==> src/rtl/move_player_if.sv <==
// move_player_if: solver-side move strobe and display-side replay signals of the move player
interface move_player_if #(
    parameter int CNT_W = 10
);
    logic             clear;
    logic             en;
    logic [3:0]       mv_start;
    logic [3:0]       mv_end;
    logic [3:0]       mv_number;
    logic             solver_done;
    logic             step;
    logic             auto_play;
    logic             proceed;
    logic             stb;
    logic [3:0]       disp_start;
    logic [3:0]       disp_end;
    logic [3:0]       disp_number;
    logic [CNT_W-1:0] move_count;
    logic             empty;
    logic             full;
    logic             overflow;
    logic             done;

    modport master (
        output clear, en, mv_start, mv_end, mv_number, solver_done, step, auto_play,
        input  proceed, stb, disp_start, disp_end, disp_number, move_count,
               empty, full, overflow, done
    );

    modport slave (
        input  clear, en, mv_start, mv_end, mv_number, solver_done, step, auto_play,
        output proceed, stb, disp_start, disp_end, disp_number, move_count,
               empty, full, overflow, done
    );
endinterface

==> src/rtl/move_player.sv <==
// move_player: buffers solver moves in a FIFO and replays them on step pulses or an auto-play timer
module move_player #(
    parameter int DEPTH       = 16,
    parameter int AUTO_PERIOD = 25_000_000,
    parameter int CNT_W       = 10
) (
    input logic          i_clk,
    input logic          i_rst_n,
    move_player_if.slave bus
);
    localparam int AW = $clog2(DEPTH);
    localparam int TW = (AUTO_PERIOD > 1) ? $clog2(AUTO_PERIOD) : 1;

    typedef enum logic [1:0] {S_RUN, S_DRAIN, S_DONE} state_t;

    state_t           state, state_nx;
    logic [11:0]      mem [DEPTH];
    logic [AW-1:0]    wr_ptr, rd_ptr;
    logic [AW:0]      count;
    logic [TW-1:0]    timer;
    logic [CNT_W-1:0] moves;
    logic             empty, full, pop_req, pop, push;

    assign empty   = (count == '0);
    assign full    = (count == (AW+1)'(DEPTH));
    assign pop_req = bus.auto_play ? (timer == TW'(AUTO_PERIOD - 1)) : bus.step;
    assign pop     = pop_req && !empty;
    // a pop in the same cycle frees the slot, so a full FIFO still accepts a push
    assign push    = bus.en && (!full || pop);
    assign bus.move_count = moves;

    // storage write; contents need no reset since pointers define validity
    always_ff @(posedge i_clk) begin
        if (push) mem[wr_ptr] <= {bus.mv_start, bus.mv_end, bus.mv_number};
    end

    // FIFO pointers, occupancy, replay display registers, counters and timer
    always_ff @(posedge i_clk or negedge i_rst_n) begin
        if (!i_rst_n) begin
            wr_ptr       <= '0;
            rd_ptr       <= '0;
            count        <= '0;
            timer        <= '0;
            moves        <= '0;
            bus.stb      <= 1'b0;
            bus.overflow <= 1'b0;
            {bus.disp_start, bus.disp_end, bus.disp_number} <= '0;
        end else if (bus.clear) begin
            wr_ptr       <= '0;
            rd_ptr       <= '0;
            count        <= '0;
            timer        <= '0;
            moves        <= '0;
            bus.stb      <= 1'b0;
            bus.overflow <= 1'b0;
            {bus.disp_start, bus.disp_end, bus.disp_number} <= '0;
        end else begin
            if (push) wr_ptr <= wr_ptr + 1'b1;
            if (pop) rd_ptr <= rd_ptr + 1'b1;
            count <= count + (AW+1)'(push) - (AW+1)'(pop);
            if (bus.en && !push) bus.overflow <= 1'b1;
            bus.stb <= pop;
            if (pop) {bus.disp_start, bus.disp_end, bus.disp_number} <= mem[rd_ptr];
            if (pop && moves != '1) moves <= moves + 1'b1;
            timer <= (!bus.auto_play || empty || pop) ? '0 : timer + 1'b1;
        end
    end

    // FSM state register; clear always returns to normal running
    always_ff @(posedge i_clk or negedge i_rst_n) begin
        if (!i_rst_n) state <= S_RUN;
        else if (bus.clear) state <= S_RUN;
        else state <= state_nx;
    end

    // next state: latch solver completion, then wait for the FIFO to drain completely
    always_comb begin
        state_nx = state;
        case (state)
            S_RUN:   if (bus.solver_done) state_nx = S_DRAIN;
            S_DRAIN: if (empty && !pop && !push) state_nx = S_DONE;
            S_DONE:  if (bus.en) state_nx = S_DRAIN;
            default: state_nx = S_RUN;
        endcase
    end

    // outputs: the two-slot margin on proceed absorbs one move already in flight from the solver
    always_comb begin
        bus.done    = (state == S_DONE);
        bus.proceed = (state == S_DONE) || (count <= (AW+1)'(DEPTH - 2));
        bus.empty   = empty;
        bus.full    = full;
    end
endmodule

==> src/flat_wrapper.sv <==
// flat-port wrapper written by rule: the top's interface ports become plain ports
module move_player_flat 
#(
    parameter int DEPTH       = 16,
    parameter int AUTO_PERIOD = 25_000_000,
    parameter int CNT_W       = 10
)
  (i_clk, i_rst_n, bus_clear, bus_en, bus_mv_start, bus_mv_end, bus_mv_number, bus_solver_done, bus_step, bus_auto_play, bus_proceed, bus_stb, bus_disp_start, bus_disp_end, bus_disp_number, bus_move_count, bus_empty, bus_full, bus_overflow, bus_done);
  move_player_if #(.CNT_W(CNT_W)) bus_i ();
  input logic i_clk;
  input logic i_rst_n;
  input wire logic [$bits(bus_i.clear)-1:0] bus_clear;
  input wire logic [$bits(bus_i.en)-1:0] bus_en;
  input wire logic [$bits(bus_i.mv_start)-1:0] bus_mv_start;
  input wire logic [$bits(bus_i.mv_end)-1:0] bus_mv_end;
  input wire logic [$bits(bus_i.mv_number)-1:0] bus_mv_number;
  input wire logic [$bits(bus_i.solver_done)-1:0] bus_solver_done;
  input wire logic [$bits(bus_i.step)-1:0] bus_step;
  input wire logic [$bits(bus_i.auto_play)-1:0] bus_auto_play;
  output wire logic [$bits(bus_i.proceed)-1:0] bus_proceed;
  output wire logic [$bits(bus_i.stb)-1:0] bus_stb;
  output wire logic [$bits(bus_i.disp_start)-1:0] bus_disp_start;
  output wire logic [$bits(bus_i.disp_end)-1:0] bus_disp_end;
  output wire logic [$bits(bus_i.disp_number)-1:0] bus_disp_number;
  output wire logic [$bits(bus_i.move_count)-1:0] bus_move_count;
  output wire logic [$bits(bus_i.empty)-1:0] bus_empty;
  output wire logic [$bits(bus_i.full)-1:0] bus_full;
  output wire logic [$bits(bus_i.overflow)-1:0] bus_overflow;
  output wire logic [$bits(bus_i.done)-1:0] bus_done;
  assign bus_i.clear = bus_clear;
  assign bus_i.en = bus_en;
  assign bus_i.mv_start = bus_mv_start;
  assign bus_i.mv_end = bus_mv_end;
  assign bus_i.mv_number = bus_mv_number;
  assign bus_i.solver_done = bus_solver_done;
  assign bus_i.step = bus_step;
  assign bus_i.auto_play = bus_auto_play;
  assign bus_proceed = bus_i.proceed;
  assign bus_stb = bus_i.stb;
  assign bus_disp_start = bus_i.disp_start;
  assign bus_disp_end = bus_i.disp_end;
  assign bus_disp_number = bus_i.disp_number;
  assign bus_move_count = bus_i.move_count;
  assign bus_empty = bus_i.empty;
  assign bus_full = bus_i.full;
  assign bus_overflow = bus_i.overflow;
  assign bus_done = bus_i.done;
  move_player #(.DEPTH(DEPTH), .AUTO_PERIOD(AUTO_PERIOD), .CNT_W(CNT_W)) u_core (.i_clk(i_clk), .i_rst_n(i_rst_n), .bus(bus_i));
endmodule
==> config.mk <==
export PLATFORM = sky130hd
export DESIGN_NAME = move_player_flat
export DESIGN_NICKNAME = d
export VERILOG_FILES = /design/src/rtl/move_player_if.sv /design/src/rtl/move_player.sv /design/src/flat_wrapper.sv
export SDC_FILE = /design/constraint.sdc
export NUM_CORES = 1
export LEC_CHECK = 0
export ABC_AREA = 1
export CAP_MARGIN = 40
export CELL_PAD_IN_SITES_DETAIL_PLACEMENT = 0
export CELL_PAD_IN_SITES_GLOBAL_PLACEMENT = 1
export CORE_ASPECT_RATIO = 0.6
export CORE_MARGIN = 2
export CORE_UTILIZATION = 48
export CTS_CLUSTER_DIAMETER = 120
export CTS_CLUSTER_SIZE = 10
export DETAILED_ROUTE_END_ITERATION = 8
export PLACE_DENSITY_LB_ADDON = 0.12
export SYNTH_ARGS = -nofsm -noshare
export SYNTH_HDL_FRONTEND = slang
export SYNTH_SLANG_ARGS = --single-unit
==> constraint.sdc <==
create_clock -name i_clk -period 3.85 [get_ports i_clk]
set_clock_uncertainty 0.1 [all_clocks]
set_input_delay 0.77 -clock i_clk [delete_from_list [all_inputs] [get_ports i_clk]]
set_output_delay 0.77 -clock i_clk [all_outputs]
set_load 0.02 [all_outputs]
# [Word-level counts from Yosys, hierarchy flattened]
# Memories as Yosys holds them, arrays and structs flattened.
# Cells that the tools add are included.
[word_totals] ff_bits=64 ram_bits=192 input_bits=19 output_inout_bits=28 word_cells=75 mem_count=1
[mem_list] name="u_core.mem" depth=16 width=12 read_ports=1 rd_ports_with_merged_regs=0 write_ports=1 line="move_player.sv:17" source="logic [11:0] mem [DEPTH];"
[op_classes] n_addsub=6 order_cmp=1 eq_ne=8 n_mux=26 n_reduce_logical=22
[op_table] cell="2-to-1 mux 25 bit" count=2
[op_table] cell="2-to-1 mux 4 bit" count=10
[op_table] cell="adder 25 x 1 -> 25 bit (second input constant)" count=1
[op_table] cell="== test 25 bit (second input constant)" count=1
[op_table] cell="2-to-1 mux 10 bit" count=2
[op_table] cell="adder 10 x 1 -> 10 bit (second input constant)" count=1
[op_table] cell="!= test 10 bit (second input constant)" count=1
[op_table] cell="adder 4 x 1 -> 4 bit (second input constant)" count=2
[op_table] cell="2-to-1 mux 2 bit" count=4
[op_table] cell="nonzero test 2 bit" count=4
[op_table] cell="logical AND 1 bit" count=6
[op_table] cell="2-to-1 mux 1 bit" count=6
[op_table] cell="!= test 3 bit (second input constant)" count=2
[op_table] cell="case mux 2 bit (3 select lines)" count=1
[op_table] cell="adder 5 x 1 -> 5 bit" count=1
[op_table] cell="== test 5 bit (second input constant)" count=1
[op_table] cell="<= comparator 5 x 4 -> 1 bit (second input constant)" count=1
[op_table] cell="zero test 1 bit" count=5
[op_table] cell="zero test 5 bit" count=1
[op_table] cell="2-to-1 mux 5 bit" count=1
[op_table] cell="subtractor 5 x 1 -> 5 bit" count=1
[op_table] cell="logical OR 1 bit" count=4
[op_table] cell="!= test 3 x 2 -> 1 bit (second input constant)" count=1
[op_table] cell="AND reduction 3 bit" count=1
[op_table] cell="other kinds (3)" count=3

# [Logic depth before layout (Yosys ltp)]
# Gate-level depths: netlist of run 1.
[depth] depth_word=10 depth_mapped=20 depth_no_buf=20

# [Least setup slack after synthesis of run 1]
# Ideal clock, no wire load.
[synth_path] kind="input-to-reg" start="input bus_auto_play" end="register u_core.count[4]" setup_ps=132 arrival_time_ps=2643 t_required_ps=3618 path_slack_ps=975 stages=17 path_buffers=0 path_cell_list="nand4_1 > nor2_1 > nand2_2 > nand2_4 > nand2_4 > inv_1 > ha_1 > inv_1 > ha_1 > inv_1 > fa_1 > inv_1 > nand2_1 > a21oi_1 > nor2_1 > xor2_1 > nor2_1"
[synth_via] elab_chain_cells=7
[synth_lines] item="from (decl)" line="flat_wrapper.sv:19" source="input wire logic [$bits(bus_i.auto_play)-1:0] bus_auto_play;"
[synth_lines] item="2-to-1 mux 1 bit *" line="move_player.sv:26" source="assign pop_req = bus.auto_play ? (timer == TW'(AUTO_PERIOD - 1)) : bus.step;"
[synth_lines] item="logical AND 1 bit *" line="move_player.sv:27" source="assign pop = pop_req && !empty;"
[synth_lines] item="logical OR 1 bit" line="move_player.sv:29" source="assign push = bus.en && (!full || pop);"
[synth_lines] item="logical AND 1 bit" line="move_player.sv:29"
[synth_lines] item="adder 5 x 1 -> 5 bit" line="move_player.sv:60" source="count <= count + (AW+1)'(push) - (AW+1)'(pop);"
[synth_lines] item="subtractor 5 x 1 -> 5 bit *" line="move_player.sv:60"
[synth_lines] item="2-to-1 mux 5 bit *" line="move_player.sv:48" source="end else if (bus.clear) begin"
[synth_lines] item="to (signal assigned)" line="move_player.sv:60"
[synth_lines] item="to (decl)" line="move_player.sv:19" source="logic [AW:0] count;"
# Mark *: on every way between the ends. The rest lies on a longest branch, timed or not.
# A chain may end at the register's enable or synchronous reset.

# [Worst setup path after layout of run 1]
[layout_path] start="register u_core.count[2]" end="output bus_empty"
[layout_via] elab_chain_cells=1
[layout_lines] item="zero test 5 bit" line="move_player.sv:24" source="assign empty = (count == '0);"
[layout_lines] item="to (decl)" line="flat_wrapper.sv:26" source="output wire logic [$bits(bus_i.empty)-1:0] bus_empty;"
# Every way passes these cells.

==> key figures, run 1 <==
Place
  – Port bufs: 46
  – Detailed Place HPWL: 18.05 mm
  – Area post-placement: 12,240 sq um
  – Routability cong.: 0.8513

Layout
  – Area of the multi-input gates: 3487 sq um
  – Register area: 7368 sq um
  – Area added between synthesis and finish: 15.68%
  – Ant diodes: 0
  – Fin util: 0.5653
  – Layout cell share with drive strength beyond 1: 0.07470
  – Post-layout nets: 1,194
  – Filler cells: 2,005
  – Final instance area: 13,080 sq um

Global route
  – Largest net degree at the start of global routing: 100
  – Initial antenna violation count: 0
  – Vias in the first global route: 7,352
  – Global-route wire length before repair: 43.53 mm
  – Grt ovf: 0
  – Total global routing track utilization: 0.2298

Critical path
  – Critical Path End Type: primary output
  – CP Launch Type: register
  – Setup CP Type: reg2out
  – Worst Path Required: 2.98 ns
  – Crit path max fanout: 6
  – Worst path arrival time: 2.28 ns

Yosys
  – Sequential cell area fraction in the yosys report: 0.6517
  – Cell Area, Synth: 11,300 sq um
  – Post-synthesis net count: 1,131
  – Gate Count Post-Synth: 1,095
  – Warnings from Yosys: 0
  – Yosys cell types: 35
  – Yosys reg bits: 256
  – Mapped Avg Cell Area: 10.32 sq um

CTS
  – Clock latency on the worst-skew pair: 0.55 ns
  – Cts repair resizes: 0
  – Cts-stage hold buffer count: 0
  – H-tree depth: 1
  – CTS buffer count: 29
  – Post CTS Setup Buffer Count: 0
  – CTS tree: yes
  – Bufs on Longest Clock Path: 3
  – CTS Sinks: 256
  – Clock transition at path regs: 0.06 ns
  – Clock Root Buffer: clkbuf_16

Min path
  – Hold Path Class: in2async

Floorplanning
  – Starting density of the core: 0.4886
  – Die span in y: 122.9 um
  – Core Region: 23,130 sq um
  – DIE AREA: 24,840 sq um
  – Chip width: 202.1 um
  – I/O pins: 47
  – Num rows: 43

Pwr
  – Max IR drop VDD: 0.0003884 V
  – PD cells: 526.8 nW/um^2
  – Leakage: 4.993 nW

Route
  – Via count: 8,050
  – DRT antenna net count: 0
  – Length of the first detailed-routing pass in iterations: 5
  – Vias per cell: 5.392
  – DRC Markers: 0
  – Final wirelength: 27.95 mm
  – Routed WL per cell: 18.72 um
  – First DRT Iteration DRCs: 729

Run status
  – Status: finished, final reports clean

Timing
  – Final worst path period need: 3.154 ns
  – Fmax: 317.0 MHz
  – Crit share post-route: 0.8193
  – Final Max Tran Viols: 0
  – Setup TNS: 0 ns
  – Hold Fails Final Rpt: 0
  – Final setup vio count: 0
  – Worst Tran Pin Value: 0.8143 ns
  – RSZ-0062 raised after global routing: no
  – Final Hold Slack: 0.2127 ns
  – Slew HR: 0.4571

Run
  – Total of max-cap violations: 0
cell families after synthesis:
kind of cell,after synthesis,synth area share
simple gates,535,0.1989
buf+inv,110,0.03984
flops,256,0.6517
xor+xnor,16,0.01240
fa+ha+maj,17,0.01948
compound gates,161,0.07770
placed cells by master, fill, tap and decap left out, types with 2 or more instances in the layout:
cell,instances
nor2_1,221
buf_4,34
a21oi_1,22
edfxtp_1,192
nor2_2,2
nand2_2,8
clkbuf_16,29
inv_1,56
o21ai_0,103
xor2_1,12
inv_2,2
dfrtp_1,63
clkdlybuf4s50_1,45
clkbuf_1,21
buf_12,3
nand2_1,179
nor3_1,13
nand2_4,2
ha_1,16
a31oi_1,2
nand3_1,94
o211ai_1,26
xnor2_1,4
o21bai_1,2
nand4_1,10
o21ai_1,6
Yosys cell counts (all sizes together):
cell    count  area (sq um)
a21oi      22         110.1
a31oi       2         12.51
buf        27         136.4
clkbuf     24         91.33
clkinv      1         5.000
dfrtp      64          1602
edfxtp    192          5766
fa          1         20.02
ha         16         200.2
inv        58         217.7
nand2     189         744.5
nand3      95         480.5
nand3b      1         7.510
nand4      11         75.07
nor2      224         862.1
nor3       13         65.06
nor3b       1         7.510
o211ai     26         195.2
o21ai     109         545.5
o21bai      2         15.01
or2         1         6.260
xnor2       4         35.03
xor2       12         105.1
sequential cells by signal, summed over array words and instances, names as in the netlist:
| signal | flops |
|---|---|
| u_core.mem | 192 |
| u_core.timer | 25 |
| u_core.bus.move_count | 10 |
| u_core.count | 5 |
| u_core.bus.disp_end | 4 |
| u_core.bus.disp_number | 4 |
| u_core.bus.disp_start | 4 |
| u_core.rd_ptr | 4 |
| u_core.wr_ptr | 4 |
| u_core.state | 2 |
| u_core.bus.overflow | 1 |
| u_core.bus.stb | 1 |
per-layer routing:
layer  up-vias  routed length, um  global-route usage
li1       3881                  -                   -
met1      3893              14920              0.3921
met2       243              10960              0.3011
met3        33               1697             0.03797
met4         0                382             0.04060
met5         -                  0                   0
critical path: stages, from the launching register on:
cell	delay [ns]
dfrtp_1	0.41
inv_1	0.10
ha_1	0.20
nand4_2	0.25
inv_1	0.14
clkdlybuf4s50_1	0.65
where the power goes:
part           switching (mW)  total (mW)  internal (mW)
clock network            1.04        2.50           1.46
registers              0.0772        3.18           3.10
logic                   0.809        1.21          0.403
final timing paths:
check | cells after the start | start | to | slack [ns]
setup / recovery | 5 | u_core.count[2]$_DFF_PN0_ | bus_empty | 0.70
hold / removal | 1 | i_rst_n | u_core.timer[9]$_DFF_PN0_ | 0.21
setup reg to reg | 20 | u_core.timer[15]$_DFF_PN0_ | u_core.count[4]$_DFF_PN0_ | 0.94
hold reg to reg | 1 | u_core.timer[0]$_DFF_PN0_ | u_core.timer[0]$_DFF_PN0_ | 0.36
max in group asynchronous | 2 | i_rst_n | u_core.rd_ptr[0]$_DFFE_PN0P_ | 2.63
min in group i_clk | 1 | u_core.timer[0]$_DFF_PN0_ | u_core.timer[0]$_DFF_PN0_ | 0.36
metrics by stage:
stage | std cells | setup WS (ns) | total power, mW
after floorplan | 1095 | 0.9751 | 3.966
after global placement | 1441 | 0.3511 | 4.438
after detailed placement | 1442 | 0.2800 | 4.445
after CTS | 1493 | 0.6794 | 6.946
after global routing | 1493 | 0.5737 | 7.217
final | 1493 | 0.6959 | 6.889
cell type report:
type	instances	area share
timing repair buffer	83	0.05894
inverter	59	0.01703
multi-input combinational	729	0.2666
sequential	256	0.5634
clock buffer	50	0.06152
clock inverter	1	0.002296
tap	315	0.03014
Note: power is estimated with default switching activity, not from simulation.
==> run 2, diff against run 1 <==
clock period = 3.2 ns   (was 3.85 ns; I/O delays follow)
==> run 2 against run 1 <==
Net effect:
- sequential power increased by 20%
- routed wire length decreased by 2.0%
- flip-flop and latch count unchanged
- non-clock buffer count increased by 11
- combinational power increased by 23%
- hold slack got worse by 0.17 ns
- global-route usage decreased by 0.76 points
- critical path type unchanged
==> key figures, run 2 (synthesis results as in run 1) <==
Timing
  – Crit share post-route: 0.9524
  – Worst Tran Pin Value: 0.7433 ns
  – Final worst path period need: 3.048 ns
  – Setup ws final: 0.1523 ns
  – Slew HR: 0.5039
  – Hold Fails Final Rpt: 0
  – Setup TNS: 0 ns
  – RSZ-0062 raised after global routing: no
  – Fmax: 328.1 MHz
  – Final Max Tran Viols: 0
  – Final setup vio count: 0

Floorplanning
  – Core Region: 23,130 sq um
  – I/O pins: 47
  – Starting density of the core: 0.4886
  – Die span in y: 122.9 um
  – Chip width: 202.1 um
  – Num rows: 43
  – DIE AREA: 24,840 sq um

Pwr
  – Power Total: 8.334 mW
  – Leakage: 5.064 nW
  – Clock share of power: 0.363
  – Sw Ratio: 0.2782
  – PD cells: 630.9 nW/um^2
  – Combinational share of power: 0.178
  – Sw power: 2.319 mW
  – Sequential share of power: 0.459
  – Max IR drop VDD: 0.0004023 V
  – Int Power: 6.016 mW

Place
  – Detailed Place HPWL: 17.72 mm
  – Port bufs: 46
  – Routability cong.: 0.8607
  – Pre-CTS setup slack: -0.1783 ns

Route
  – Final wirelength: 27.39 mm
  – Length of the first detailed-routing pass in iterations: 6
  – Routed WL per cell: 18.19 um
  – DRT antenna net count: 0
  – DRC Markers: 0
  – Vias per cell: 5.349
  – Via count: 8,055
  – First DRT Iteration DRCs: 739

CTS
  – Clock latency on the worst-skew pair: 0.54 ns
  – CTS Sinks: 256
  – Cts repair resizes: 0
  – H-tree depth: 1
  – Post CTS Setup Buffer Count: 0
  – Cts-stage hold buffer count: 0
  – CTS tree: yes
  – CTS buffer count: 29
  – Clock transition at path regs: 0.06 ns
  – Clock Root Buffer: clkbuf_16
  – Bufs on Longest Clock Path: 3

Critical path
  – Critical Path End Type: primary output
  – Crit path max fanout: 5
  – Setup CP Type: reg2out
  – Worst path arrival time: 2.31 ns
  – CP Launch Type: register
  – Worst Path Required: 2.46 ns

Layout
  – Area added between synthesis and finish: 16.86%
  – Ant diodes: 0
  – Post-layout nets: 1,205
  – Commonest non-fill, non-tap cells in the layout: 221 x nor2_1, 192 x edfxtp_1, 179 x nand2_1
  – Layout cell share with drive strength beyond 1: 0.08396
  – Register with the most flip-flops: u_core.mem
  – Most common cell after layout, fill and taps aside: nor2_1
  – Max reg flops: 192
  – Filler cells: 1,985

Global route
  – Initial antenna violation count: 0
  – Largest net degree at the start of global routing: 68
  – Total global routing track utilization: 0.2223
  – Grt ovf: 0
  – Vias in the first global route: 7,275
  – Global-route wire length before repair: 42.61 mm

Run
  – Total of max-cap violations: 0

Run status
  – Status: finished, final reports clean

Min path
  – Hold Path Class: in2async
[run 2: changes by cell type in the layout (fill, tap and decap cells not counted), sizes merged]
cell | previous run | this run
buf | 38 | 49
clkbuf | 50 | 51
inv | 58 | 59
[run 2: per-stage QoR]
stage / utilization / hold slack (ns) / cells / cell area, sq um
detailed placement: 0.5344 / 0.3513 / 1453 / 12360
global route: 0.5710 / 0.08570 / 1506 / 13210
floorplan: - / 0.2444 / 1095 / 11300
finish: 0.5710 / 0.04088 / 1506 / 13210
CTS: 0.5710 / 0.05285 / 1506 / 13210
global placement: 0.5344 / 0.3520 / 1453 / 12360
[run 2: final cells by class]
class / count / area, sq um / share of cell area
Clock inverter: 2 / 38.79 / 0.002936
Clock buffer: 51 / 808.3 / 0.06119
Tap cell: 315 / 394.1 / 0.02984
Inverter: 59 / 222.7 / 0.01686
Multi-Input combinational cell: 729 / 3487 / 0.2640
Sequential cell: 256 / 7368 / 0.5578
Timing Repair Buffer: 94 / 890.9 / 0.06744
[run 2: worst paths after layout]
kind | slack, ns | startpoint | depth (start not counted) | to
worst max register to register | 0.34 | u_core.timer[0]$_DFF_PN0_ | 20 | u_core.count[4]$_DFF_PN0_
worst max-delay path | 0.15 | u_core.count[2]$_DFF_PN0_ | 6 | bus_empty
max in group asynchronous | 2.31 | i_rst_n | 2 | u_core.bus.move_count[3]$_DFFE_PN0P_
worst min-delay path | 0.04 | i_rst_n | 1 | u_core.wr_ptr[1]$_DFFE_PN0P_
worst min register to register | 0.37 | u_core.timer[0]$_DFF_PN0_ | 1 | u_core.timer[0]$_DFF_PN0_
min in group i_clk | 0.37 | u_core.timer[0]$_DFF_PN0_ | 1 | u_core.timer[0]$_DFF_PN0_
[run 2: metal layers]
layer,track usage,vias up,wire (um)
met5,0,-,0
met4,0.03832,0,317
met3,0.03213,28,1642
met2,0.2949,238,10750
met1,0.3797,3900,14690
li1,-,3889,-
[run 2: power by group through the flow]
stage                     Sequential (mW)  Clock [mW]  Combinational [mW]
after floorplan                      3.91           0               0.863
final                                3.82        3.02                1.49
after global placement               3.89           0                1.48
after global routing                 3.84        3.21                1.65
after CTS                            3.82        3.08                1.49
after detailed placement             3.89           0                1.49
[run 2: critical path: stages (launching register included)]
cell and delay [ns]:
dfrtp_1 0.42, inv_1 0.10, ha_1 0.19, nand4_2 0.17
buf_4 0.20, inv_1 0.07, clkdlybuf4s50_1 0.62
==> run 3, diff against run 2 <==
CORE_MARGIN = 8   (was 2)
GPL_TIMING_DRIVEN = 0   (was default)
==> run 3 against run 2 <==
Net effect:
- global-route usage is 0.55 points lower
- design area hardly changed
- first-iteration DRC count is 16% higher
- maximum frequency is 1.1% higher
- register-to-register slack worse by 0.14 ns
- via count is 3.9% higher
- combinational power hardly changed
- non-clock buffer count is 23 higher
- worst setup slack better by 0.034 ns
- largest cell class unchanged
- highest routed layer unchanged
==> key figures, run 3 (synthesis results as in run 1) <==
Route
  – DRC Markers: 0
  – Final wirelength: 31.50 mm
  – First DRT Iteration DRCs: 859
  – DRT antenna net count: 0
  – Vias per cell: 5.480
  – Length of the first detailed-routing pass in iterations: 5
  – Routed WL per cell: 20.63 um
  – Via count: 8,368

Global route
  – Most used routing layer: met1
  – M2 GR Usage: 0.2916
  – Vias in the first global route: 7,820
  – Largest net degree at the start of global routing: 52
  – Grt ovf: 0
  – M1 GR Usage: 0.3469
  – Global-route wire length before repair: 47.96 mm
  – Total global routing track utilization: 0.2167
  – M3 GR Usage: 0.04981
  – Initial antenna violation count: 1

Critical path
  – Worst Path Required: 2.46 ns
  – Setup CP Type: reg2out
  – CP Launch Type: register
  – Worst path arrival time: 2.27 ns
  – Critical Path End Type: primary output
  – Crit path max fanout: 6

Layout
  – Ant diodes: 0
  – Layout cell share with drive strength beyond 1: 0.08498
  – Post-layout nets: 1,228
  – Final instance area: 13,210 sq um
  – Register with the most flip-flops: u_core.mem
  – Filler cells: 2,029
  – Commonest non-fill, non-tap cells in the layout: 218 x nor2_1, 192 x edfxtp_1, 177 x nand2_1
  – Area added between synthesis and finish: 16.88%
  – Most common cell after layout, fill and taps aside: nor2_1
  – Max reg flops: 192

Place
  – Port bufs: 45
  – Detailed Place HPWL: 22.44 mm
  – Area post-placement: 12,300 sq um
  – Routability cong.: 0.8866

Pwr
  – PD cells: 630.0 nW/um^2
  – Max IR drop VDD: 0.0004144 V
  – Power Total: 8.324 mW
  – Leakage: 5.017 nW

Timing
  – Hold Fails Final Rpt: 0
  – Final setup vio count: 0
  – Slew HR: 0.4147
  – Final Max Tran Viols: 0
  – Final worst path period need: 3.014 ns
  – Worst Tran Pin Value: 0.8753 ns
  – Crit share post-route: 0.9418
  – Fmax: 331.8 MHz

Floorplanning
  – I/O pins: 47
  – Num rows: 43
  – Starting density of the core: 0.4886
  – DIE AREA: 28,880 sq um
  – Die span in y: 134.9 um
  – Core Region: 23,130 sq um
  – Chip width: 214.1 um

Run
  – Total of max-cap violations: 0

CTS
  – Clock transition at path regs: 0.06 ns
  – Bufs on Longest Clock Path: 3
  – Clock latency on the worst-skew pair: 0.55 ns
  – CTS buffer count: 29
  – CTS Sinks: 256
  – CTS tree: yes
  – Clock Root Buffer: clkbuf_16
  – H-tree depth: 1

Min path
  – Hold Path Class: in2async

Run status
  – Status: finished, final reports clean
## run 3: worst max-delay path, cell delays in order (launching register included)
cell	delay, ns
dfrtp_1	0.42
inv_1	0.10
ha_1	0.19
nand4_2	0.29
inv_1	0.12
clkdlybuf4s50_1	0.62
## run 3: power breakdown
part / internal, mW / leakage [nW] / switching (mW)
sequential: 3.73 / 2.60 / 0.0947
clock: 1.73 / 0.394 / 1.26
combinational: 0.497 / 2.02 / 1.01
total: 5.96 / 5.02 / 2.37
## run 3: what timing repair did
| action | CTS | global route |
|---|---|---|
| hold buffers | 1 | 0 |
| endpoints found under the setup margin | 0 | 1 |
| resized for setup | 0 | 17 |
| setup buffers | 0 | 3 |
| hold endpoints to repair | 13 | 0 |
## run 3: worst paths after layout
kind                                                 start                                   end  slack (ns)  depth (start not counted)
max                              u_core.count[2]$_DFF_PN0_                             bus_empty        0.19                          5
min                                                i_rst_n            u_core.timer[10]$_DFF_PN0_        0.39                          2
max reg2reg                      u_core.timer[1]$_DFF_PN0_             u_core.count[4]$_DFF_PN0_        0.20                         20
min reg2reg                u_core.bus.overflow$_DFFE_PN0P_       u_core.bus.overflow$_DFFE_PN0P_        0.42                          2
max in group asynchronous                          i_rst_n  u_core.bus.move_count[1]$_DFFE_PN0P_        2.06                          3
min in group i_clk         u_core.bus.overflow$_DFFE_PN0P_       u_core.bus.overflow$_DFFE_PN0P_        0.42                          2
## run 3: per-layer routing
metal | vias to the layer above | part of all wire
li1 | 3952 | -
met1 | 4041 | 0.50
met2 | 330 | 0.39
met5 | - | 0
met3 | 45 | 0.098
met4 | 0 | 0.018
## run 3: cell type report
class / count / area (sq um) / area share
Sequential cell: 256 / 7372 / 0.5580
Multi-Input combinational cell: 729 / 3526 / 0.2669
Clock buffer: 51 / 829.5 / 0.06278
Timing Repair Buffer: 66 / 638.1 / 0.04830
Tap cell: 315 / 394.1 / 0.02983
Buffer: 51 / 227.7 / 0.01723
Inverter: 59 / 225.2 / 0.01705
## run 3: metrics by stage
stage,worst slack [ns],instances,util,hold slack (ns),setup TNS (ns)
floorplan,0.4551,1095,-,0.2444,0
global placement,-1.003,1455,0.5251,0.3601,-133.31
detailed placement,-0.4680,1472,0.5317,0.3556,-9.692
CTS,0.06261,1524,0.5680,0.3701,0
global route,-0.02094,1527,0.5711,0.4041,-0.02094
finish,0.1862,1527,0.5711,0.3926,0
